===== src/rtl/spi_register_bank.sv =====
`default_nettype none
// =============================================================================
// Module   : spi_register_bank
// Purpose  : Decodes SPI words into register reads/writes and builds the reply
//            word for the following transaction.
// Options  : define SPI_REGBANK_ERRCNT_EN for err_count readback/clear at the
//            top address.
// Revision : 1.0 - initial release
// =============================================================================
module spi_register_bank #(
   parameter int ADDR_WIDTH = 7,
   parameter int DATA_WIDTH = 24,
   parameter int WIDTH      = 1 + ADDR_WIDTH + DATA_WIDTH,
   parameter int NUM_REGS   = 16
) (
   input  logic                           system_clk,
   input  logic                           system_nrst,
   input  logic [WIDTH-1:0]               value_mosi,
   input  logic                           value_valid,
   input  logic                           cs_stop,
   output logic [WIDTH-1:0]               value_miso,
   input  logic [NUM_REGS*DATA_WIDTH-1:0] reg_in,
   output logic [NUM_REGS*DATA_WIDTH-1:0] reg_out,
   output logic                           wr_strobe,
   output logic [ADDR_WIDTH-1:0]          wr_addr,
   output logic [7:0]                     err_count
);

   localparam logic [ADDR_WIDTH:0] c_rw_end = (ADDR_WIDTH+1)'(NUM_REGS);
   localparam logic [ADDR_WIDTH:0] c_ro_end = (ADDR_WIDTH+1)'(2 * NUM_REGS);

   typedef enum logic [0:0] {IDLE = 1'b0, EXEC = 1'b1} state_t;

   state_t                r_state;
   logic [WIDTH-1:0]      r_cmd;
   logic                  r_incomplete;
   logic [DATA_WIDTH-1:0] r_regs [NUM_REGS];

   logic                  w_is_write;
   logic [ADDR_WIDTH-1:0] w_addr;
   logic [ADDR_WIDTH:0]   w_addr_ext;
   logic [DATA_WIDTH-1:0] w_wdata;
   logic [DATA_WIDTH-1:0] w_rdata;
   logic                  w_rw_hit;
   logic                  w_ro_hit;
   logic                  w_cnt_hit;
   logic                  w_ok;

   always_comb begin
      w_is_write = r_cmd[WIDTH-1];
      w_addr     = r_cmd[WIDTH-2 -: ADDR_WIDTH];
      w_addr_ext = {1'b0, w_addr};
      w_wdata    = r_cmd[DATA_WIDTH-1:0];
      w_rw_hit   = !r_incomplete && (w_addr_ext < c_rw_end);
      w_ro_hit   = !r_incomplete && (w_addr_ext >= c_rw_end) && (w_addr_ext < c_ro_end);
      w_cnt_hit  = 1'b0;
`ifdef SPI_REGBANK_ERRCNT_EN
      w_cnt_hit  = !r_incomplete && !w_is_write && (w_addr == '1);
`endif
      w_ok       = w_rw_hit || (w_ro_hit && !w_is_write) || w_cnt_hit;
      w_rdata    = '0;
      for (int i = 0; i < NUM_REGS; i++) begin
         if (w_addr_ext == (ADDR_WIDTH+1)'(i))
            w_rdata = r_regs[i];
         if (w_addr_ext == (ADDR_WIDTH+1)'(NUM_REGS + i))
            w_rdata = reg_in[i*DATA_WIDTH +: DATA_WIDTH];
      end
`ifdef SPI_REGBANK_ERRCNT_EN
      if (w_cnt_hit)
         w_rdata = DATA_WIDTH'(err_count);
`endif
   end

   always_ff @(posedge system_clk or negedge system_nrst) begin
      if (!system_nrst) begin
         r_state      <= IDLE;
         r_cmd        <= '0;
         r_incomplete <= 1'b0;
         value_miso   <= '0;
         wr_strobe    <= 1'b0;
         wr_addr      <= '0;
         for (int i = 0; i < NUM_REGS; i++)
            r_regs[i] <= '0;
`ifdef SPI_REGBANK_ERRCNT_EN
         err_count    <= '0;
`endif
      end else begin
         wr_strobe <= 1'b0;
         case (r_state)
            IDLE: begin
               if (cs_stop) begin
                  r_state      <= EXEC;
                  // An incomplete frame carries an all-zero command so the
                  // error reply echoes address 0.
                  r_cmd        <= value_valid ? value_mosi : '0;
                  r_incomplete <= !value_valid;
               end
            end
            EXEC: begin
               r_state <= IDLE;
               if (w_rw_hit && w_is_write) begin
                  for (int i = 0; i < NUM_REGS; i++)
                     if (w_addr_ext == (ADDR_WIDTH+1)'(i))
                        r_regs[i] <= w_wdata;
                  value_miso <= {1'b1, w_addr, w_wdata};
                  wr_strobe  <= 1'b1;
                  wr_addr    <= w_addr;
               end else if (w_ok) begin
                  value_miso <= {1'b1, w_addr, w_rdata};
               end else begin
                  value_miso <= {1'b0, w_addr, {DATA_WIDTH{1'b0}}};
               end
`ifdef SPI_REGBANK_ERRCNT_EN
               if (w_cnt_hit)
                  err_count <= '0;
               else if (!w_ok && err_count != 8'hFF)
                  err_count <= err_count + 8'd1;
`endif
            end
            default: r_state <= IDLE;
         endcase
      end
   end

`ifndef SPI_REGBANK_ERRCNT_EN
   assign err_count = 8'd0;
`endif

   for (genvar i = 0; i < NUM_REGS; i++) begin : g_pack
      assign reg_out[i*DATA_WIDTH +: DATA_WIDTH] = r_regs[i];
   end

endmodule
`default_nettype wire


===== config.mk =====
export PLATFORM = sky130hd
export DESIGN_NAME = spi_register_bank
export DESIGN_NICKNAME = d
export VERILOG_FILES = /design/src/rtl/spi_register_bank.sv
export SDC_FILE = /design/constraint.sdc
export NUM_CORES = 1
export LEC_CHECK = 0
export BUFFER_PORTS_ARGS = -buffer_cell sky130_fd_sc_hd__buf_2
export CAP_MARGIN = 20
export CORE_AREA = 8 8 327 329
export DETAILED_ROUTE_END_ITERATION = 8
export DIE_AREA = 0 0 335 337
export PLACE_DENSITY_LB_ADDON = 0.2
export SYNTH_ARGS = -nofsm -noshare
export SYNTH_HDL_FRONTEND = slang
export SYNTH_SLANG_ARGS = --single-unit

===== constraint.sdc =====
create_clock -name system_clk -period 4.16 [get_ports system_clk]
set_input_delay 0 -clock system_clk [delete_from_list [all_inputs] [get_ports system_clk]]
set_output_delay 0 -clock system_clk [all_outputs]
set_load 0.02 [all_outputs]

==> impl_metrics.env, run 1 <==
export IMPL_timing_critical_path_required_ns=4.68
export IMPL_synth_seq_area_share=0.453
export IMPL_synthMuxAreaShare=0.188
export IMPL_fmax_ghz=0.244
export IMPL_worst_pin_slew_ns=1.20
export IMPL_detailedRoute_firstIterationViolations=3941
export IMPL_i_o_pin_count=852
export IMPL_numPortBuffers=843
export IMPL_relSlewSlack=0.197
export IMPL_reg2reg_from="r_cmd[24]$_DFFE_PN0P_"
export IMPL_r2r_end="value_miso[12]$_DFFE_PN0P_"
export IMPL_layout_filler_cells=10700
export IMPL_drc=0
export IMPL_drt_pre_antenna_iters=6
export IMPL_instances_no_fill=4830
export IMPL_summed_negative_setup_slack_over_all_endpoints_ns=0
export IMPL_grt_pass1_vias=27300
export IMPL_detailroute_via_count=28100
export IMPL_fin_crit_ns=4.10
export IMPL_insertion_delay_ns=0.65
export IMPL_lkg_pwr_nw=17.1
export IMPL_tritoncts="done"
export IMPL_synth_top_area_share=0.453
export IMPL_hpwl_um=153000
export IMPL_leading_post_synthesis_cells_by_instance_count="sky130_fd_sc_hd__dfrtp_1, sky130_fd_sc_hd__mux2_2, sky130_fd_sc_hd__nand2_1"
export IMPL_combinational_family_with_the_most_area_after_synthesis="compound AO/OA/AOI/OAI gates"
export IMPL_synth_simple_gate_area_share=0.107
export IMPL_synthArstFlopShare=1.00
export IMPL_gr_usage_met2=0.515
export IMPL_postSynthRegisterBits=458
export IMPL_whs_ns=-0.00854
export IMPL_worst_setup_path_end_kind="flop"
export IMPL_synth_most_common_cell="sky130_fd_sc_hd__dfrtp_1"
export IMPL_syn_area_per_cell_um2=10.6
export IMPL_ys_warnings_count=0
export IMPL_cell_with_the_largest_stage_delay_on_the_worst_path="sky130_fd_sc_hd__dfrtp_4"
export IMPL_critical_path_max_stage_delay_ns=0.65
export IMPL_globalRouteOverflowTotal=0
export IMPL_placedCellCount=4559
export IMPL_cts_max_level=2
export IMPL_power_density_mw_per_mm2=387
export IMPL_die_area_mm2=0.113
export IMPL_synthesized_area_fraction_occupied_by_adder_cells=0
export IMPL_path_max_fanout=20
export IMPL_cp_cell_sequence="buf_4, and4bb_2, nand2_1, nand4_1, o211ai_1, nand4_1, a222oi_1, o21ai_0, dlygate4sd3_1"
export IMPL_grt_use_met1=0.412
export IMPL_post_route_period_util=0.985
export IMPL_core_rowCount=117
export IMPL_startpoint_type="flop"
export IMPL_start_util=0.250
export IMPL_cts_sink_count=458
export IMPL_irDropWorstVdd_v=0.000279
export IMPL_syn_instance_count=2388
export IMPL_via_per_inst=5.81
export IMPL_cts_root_to_sink_buffers=3
export IMPL_rsz0062_at_grt="false"
export IMPL_grt_antenna_before_repair=104
export IMPL_grt_usage=0.330
export IMPL_netlist_cell_type_count=94
export IMPL_arrival_ns=4.62
export IMPL_status="finished with violations"
export IMPL_top_usage_layer="met2"
export IMPL_cts_inserted_buffers=56
export IMPL_design_core_area_mm2=0.101
export IMPL_maximum_number_of_pins_on_one_net_before_global_route_repair=95
export IMPL_die_h_um=337
export IMPL_postSynth_topFlopCell="sky130_fd_sc_hd__dfrtp_1"
export IMPL_drv_cap=0
export IMPL_path_class="reg -> reg"
export IMPL_syn2layout_area_growth_pct=38.5
export IMPL_die_w_um=335
export IMPL_final_slew_violations=0
export IMPL_violations="hold timing"
export IMPL_antenna_violation_net_count_after_detailed_routing=0
export IMPL_synth_xor_area_frac=0
export IMPL_flop2flop_setup_slack_ns=0.06
export IMPL_post_route_cells_drive_above_1_share=0.470
export IMPL_critPathMostFrequentCell="sky130_fd_sc_hd__nand4_1"
export IMPL_synth_compound_area_frac=0.202
export IMPL_routed_length_per_instance_um=40.6
export IMPL_routabilityCongestion=0.954
export IMPL_synth_top_cells_by_area="sky130_fd_sc_hd__dfrtp_1, sky130_fd_sc_hd__mux2_2, sky130_fd_sc_hd__o21ai_0, sky130_fd_sc_hd__a21oi_1, sky130_fd_sc_hd__nand2_1"
export IMPL_grt_met3_usage=0.121
export IMPL_synth_cell_area_mm2=0.0253
export IMPL_synth_area_leader_cell="sky130_fd_sc_hd__dfrtp_1"
export IMPL_num_nets_final=3786
export IMPL_rr_worst_depth=9
export IMPL_finalHoldViolations=3
export IMPL_global_route_wire_length_before_repair_um=257000
export IMPL_fin_skew_ns=0.0333
export IMPL_worstHoldPathType="in -> async"
export IMPL_path_clk_slew_ns=0.06
export IMPL_routed_wl_um=196000
export IMPL_edff_count_synth=0
export IMPL_final_number_of_setup_violating_endpoints=0
export IMPL_clock_tree_root_cell="sky130_fd_sc_hd__clkbuf_16"
final cells by class:
cell class	count	area, um2	area share
multi-input cells	1692	12700	0.363
well taps	1368	1710	0.0489
flip-flops and latches	458	11500	0.328
repair buffers	1148	7010	0.200
diodes	51	128	0.00364
inverters	10	40.0	0.00114
clock buffers	84	1700	0.0485
clock inverters	19	234	0.00668
critical path: cells and delay by family (launching register included):
| kind | cells | cell delay (ns) |
|---|---|---|
| AOI/OAI and AO/OA | 3 | 0.87 |
| buffers and inverters | 2 | 0.84 |
| DFF | 1 | 0.65 |
| and+or+nand+nor | 4 | 1.60 |
report_power, final:
group / leakage [nW] / total [mW] / switching, mW / internal [mW]
Sequential: 6.32 / 5.05 / 0.380 / 4.67
Clock: 0.947 / 5.31 / 2.20 / 3.11
Combinational: 9.87 / 3.19 / 2.17 / 1.02
cells in the final DEF (no fill, tap or decap), types with 51 or more instances in the layout:
cell / instances
sky130_fd_sc_hd__dfrtp_1: 450
sky130_fd_sc_hd__clkbuf_16: 57
sky130_fd_sc_hd__diode_2: 51
sky130_fd_sc_hd__a22oi_1: 58
sky130_fd_sc_hd__mux2_2: 393
sky130_fd_sc_hd__nand2_1: 176
sky130_fd_sc_hd__a21oi_1: 133
sky130_fd_sc_hd__buf_4: 173
sky130_fd_sc_hd__o22ai_1: 51
sky130_fd_sc_hd__a221oi_1: 56
sky130_fd_sc_hd__buf_2: 843
sky130_fd_sc_hd__nor2_1: 111
sky130_fd_sc_hd__dlygate4sd3_1: 114
sky130_fd_sc_hd__o21ai_0: 163
cells by family (layout without fill, tap and decap cells):
group / Yosys count / after routing
and+or+nand+nor: 520 / 520
muxes: 423 / 423
AOI/OAI and AO/OA: 741 / 741
DFF: 458 / 458
buffers and inverters: 245 / 1261
other: 1 / 59
routing by layer:
layer | share of wire | routed length [um]
met1 | 0.39 | 76100
met2 | 0.44 | 87200
met3 | 0.12 | 22800
met4 | 0.049 | 9650
met5 | 0.0021 | 403
flip-flops by register name, summed over array words and instances (netlist names):
register,flops
wr_strobe,1
value_miso,32
r_state,1
r_cmd,32
reg_out,384
wr_addr,7
r_incomplete,1
repair_timing:
action                                 CTS  global route
setup endpoints to repair                1             9
hold buffers                           114             0
resized for setup                        0             8
pin swaps                                1             0
endpoints found under the hold margin  142             0
setup buffers                            2             1
worst max-delay path by stage:
stage | to | slack, ns | start
after detailed placement | value_miso[3]$_DFFE_PN0P_ | -0.03 | r_cmd[29]$_DFFE_PN0P_
after CTS | value_miso[7]$_DFFE_PN0P_ | 0.05 | r_cmd[26]$_DFFE_PN0P_
after global routing | value_miso[11]$_DFFE_PN0P_ | 0.04 | r_cmd[29]$_DFFE_PN0P_
after global placement | value_miso[3]$_DFFE_PN0P_ | -0.12 | r_cmd[29]$_DFFE_PN0P_
after floorplan | reg_out[229]$_DFFE_PN0P_ | 1.89 | r_cmd[29]$_DFFE_PN0P_
final | value_miso[12]$_DFFE_PN0P_ | 0.06 | r_cmd[24]$_DFFE_PN0P_
metrics by stage:
| step | total power [mW] | setup slack, ns | cell area (um2) | util | hold WS (ns) |
|---|---|---|---|---|---|
| after floorplan | 6.21 | 1.89 | 25300 | - | -0.296 |
| after global routing | 13.8 | 0.0357 | 34900 | 0.345 | 0.0359 |
| after global placement | 8.12 | -0.119 | 31700 | 0.313 | 0.136 |
| final | 13.6 | 0.0622 | 35000 | 0.346 | -0.00854 |
| after CTS | 13.5 | 0.0496 | 34800 | 0.344 | 0.0000318 |
| after detailed placement | 8.12 | -0.0264 | 31800 | 0.314 | 0.132 |
No activity file was read; power rests on OpenSTA's default activity.
==> inputs of run 2 (changes only) <==
CAP_MARGIN = 0   (was 20)
clock period = 4.36 ns   (was 4.16 ns; I/O delays follow)
==> run 2 against run 1 <==
Effect of this change: total power is 6.2% lower; the flow now finishes without violations; largest power group unchanged; worst hold slack gained 0.024 ns; fmax decreased by 4.9%; flip-flop and latch count did not move; non-clock buffer count increased by 35; critical path depth is the same.
==> impl_metrics.env, run 2 (synthesis gave the netlist of run 1 again) <==
export IMPL_drv_cap=0
export IMPL_mostFrequentLayoutCell="sky130_fd_sc_hd__buf_2"
export IMPL_cts_root_to_sink_buffers=3
export IMPL_maximum_number_of_pins_on_one_net_before_global_route_repair=95
export IMPL_pre_cts_ws_ns=-0.134
export IMPL_hpwl_um=150000
export IMPL_path_clk_slew_ns=0.06
export IMPL_clock_tree_root_cell="sky130_fd_sc_hd__clkbuf_16"
export IMPL_design_core_area_mm2=0.101
export IMPL_post_route_cells_drive_above_1_share=0.471
export IMPL_critPathMostFrequentCell="sky130_fd_sc_hd__buf_4"
export IMPL_final_number_of_setup_violating_endpoints=0
export IMPL_rsz0062_at_grt="false"
export IMPL_cp_cell_sequence="buf_4, and4bb_2, buf_4, a22o_1, o311ai_1, a31oi_1, buf_4, o41ai_2, a21oi_1"
export IMPL_setup_slack_ns=0.0530
export IMPL_routed_length_per_instance_um=39.9
export IMPL_path_class="reg -> reg"
export IMPL_layout_filler_cells=10700
export IMPL_antenna_violation_net_count_after_detailed_routing=0
export IMPL_insertion_delay_ns=0.69
export IMPL_cts_sink_count=458
export IMPL_grt_pass1_vias=27400
export IMPL_routed_wl_um=194000
export IMPL_cell_with_the_largest_stage_delay_on_the_worst_path="sky130_fd_sc_hd__o311ai_1"
export IMPL_global_route_wire_length_before_repair_um=253000
export IMPL_via_per_inst=5.84
export IMPL_relSlewSlack=0.0887
export IMPL_critical_path_max_stage_delay_ns=0.83
export IMPL_fin_crit_ns=4.31
export IMPL_lkg_pwr_nw=17.2
export IMPL_core_rowCount=117
export IMPL_cp_num_buf_inv=3
export IMPL_detailroute_via_count=28300
export IMPL_die_h_um=337
export IMPL_path_max_fanout=23
export IMPL_i_o_pin_count=852
export IMPL_cts_inserted_buffers=57
export IMPL_grt_antenna_before_repair=71
export IMPL_drt_pre_antenna_iters=8
export IMPL_detailedRoute_firstIterationViolations=4190
export IMPL_irDropWorstVdd_v=0.000317
export IMPL_worst_pin_slew_ns=1.37
export IMPL_syn2layout_area_growth_pct=38.9
export IMPL_post_route_period_util=0.988
export IMPL_finalHoldViolations=0
export IMPL_start_util=0.250
export IMPL_cts_max_level=2
export IMPL_final_slew_violations=0
export IMPL_sequential_cell_area_mm2=0.0115
export IMPL_layout_cells_most_common_list="sky130_fd_sc_hd__buf_2, sky130_fd_sc_hd__dfrtp_1, sky130_fd_sc_hd__mux2_2"
export IMPL_drc=0
export IMPL_die_area_mm2=0.113
export IMPL_tritoncts="done"
export IMPL_instances_no_fill=4851
export IMPL_worst_setup_path_end_kind="flop"
export IMPL_worstHoldPathType="in -> reg"
export IMPL_numPortBuffers=843
export IMPL_largest_register_ffs=384
export IMPL_globalRouteOverflowTotal=0
export IMPL_design_power_total_mw=12.7
export IMPL_die_w_um=335
export IMPL_arrival_ns=4.83
export IMPL_timing_critical_path_required_ns=4.88
export IMPL_num_nets_final=3822
export IMPL_summed_negative_setup_slack_over_all_endpoints_ns=0
export IMPL_multi_input_area_mm2=0.0127
export IMPL_fmax_ghz=0.232
export IMPL_status="completed"
export IMPL_fin_skew_ns=0.0410
export IMPL_post_route_util=0.347
export IMPL_timing_critical_path_max_delay_family="compound AO/OA/AOI/OAI gates"
export IMPL_power_density_mw_per_mm2=362
export IMPL_placedCellCount=4575
export IMPL_routabilityCongestion=0.964
export IMPL_startpoint_type="flop"
export IMPL_grt_usage=0.325
[run 2: changes by cell type in the layout (fill, tap and decap cells not counted), sizes merged]
| cell | change |
|---|---|
| buf | +13 |
| bufinv | -4 |
| clkbuf | -5 |
| clkdlybuf4s18 | +1 |
| clkinv | +4 |
| clkinvlp | +3 |
| diode | -15 |
| dlygate4sd3 | +21 |
| inv | +3 |
[run 2: layout make-up]
| cell class | count | area share |
|---|---|---|
| Timing Repair Buffer | 1183 | 0.207 |
| Multi-Input combinational cell | 1692 | 0.362 |
| Clock inverter | 25 | 0.00584 |
| Inverter | 10 | 0.00114 |
| Clock buffer | 79 | 0.0467 |
| Sequential cell | 458 | 0.327 |
| Antenna cell | 36 | 0.00256 |
| Tap cell | 1368 | 0.0487 |
[run 2: path summary, 6_finish.rpt]
path / from / endpoint / slack (ns) / cells past startpoint
setup / recovery: r_cmd[27]$_DFFE_PN0P_ / value_miso[1]$_DFFE_PN0P_ / 0.05 / 9
hold / removal: cs_stop / r_state$_DFF_PN0_ / 0.02 / 3
setup reg to reg: r_cmd[27]$_DFFE_PN0P_ / value_miso[1]$_DFFE_PN0P_ / 0.05 / 9
hold reg to reg: wr_addr[1]$_DFFE_PN0P_ / wr_addr[1]$_DFFE_PN0P_ / 0.49 / 2
max in group asynchronous: system_nrst / r_cmd[20]$_DFFE_PN0P_ / 3.67 / 3
min in group asynchronous: system_nrst / reg_out[246]$_DFFE_PN0P_ / 0.05 / 3
[run 2: worst reg2reg max path: cells and delay by family (launching register included)]
family	cells	cell delay (ns)
AO/OA/AOI/OAI	5	2.27
buffers and inverters	3	0.77
flip-flops	1	0.75
AND/OR/NAND/NOR	1	0.38
[run 2: power breakdown]
group	internal [mW]	total [mW]	switching [mW]	leakage (nW)
sequential	4.45	4.82	0.368	6.32
combinational	0.976	3.04	2.06	9.99
clock	2.69	4.85	2.17	0.896
[run 2: repair_timing]
item | 4_1_cts | 5_1_grt
hold buffers | 136 | 0
setup buffers | 0 | 0
hold endpoints to repair | 443 | 0
endpoints found under the setup margin | 1 | 1
gates resized for setup | 1 | 2
[run 2: metrics by stage]
| step | area (um2) | hold slack (ns) |
|---|---|---|
| after global placement | 31800 | 0.0641 |
| after global routing | 35100 | 0.0273 |
| after floorplan | 25300 | -0.296 |
| final | 35100 | 0.0159 |
| after CTS | 35000 | 0.00798 |
| after detailed placement | 31800 | 0.0644 |
[run 2: metal layers]
metal  vias up  track usage  part of all wire  routed length [um]
met5         -            0            0.0012                 226
li1      11200            -                 -                   -
met2      2041        0.498              0.44               84700
met3       463       0.0980              0.11               20800
met4        34        0.148             0.054               10500
met1     14600        0.421              0.40               77500
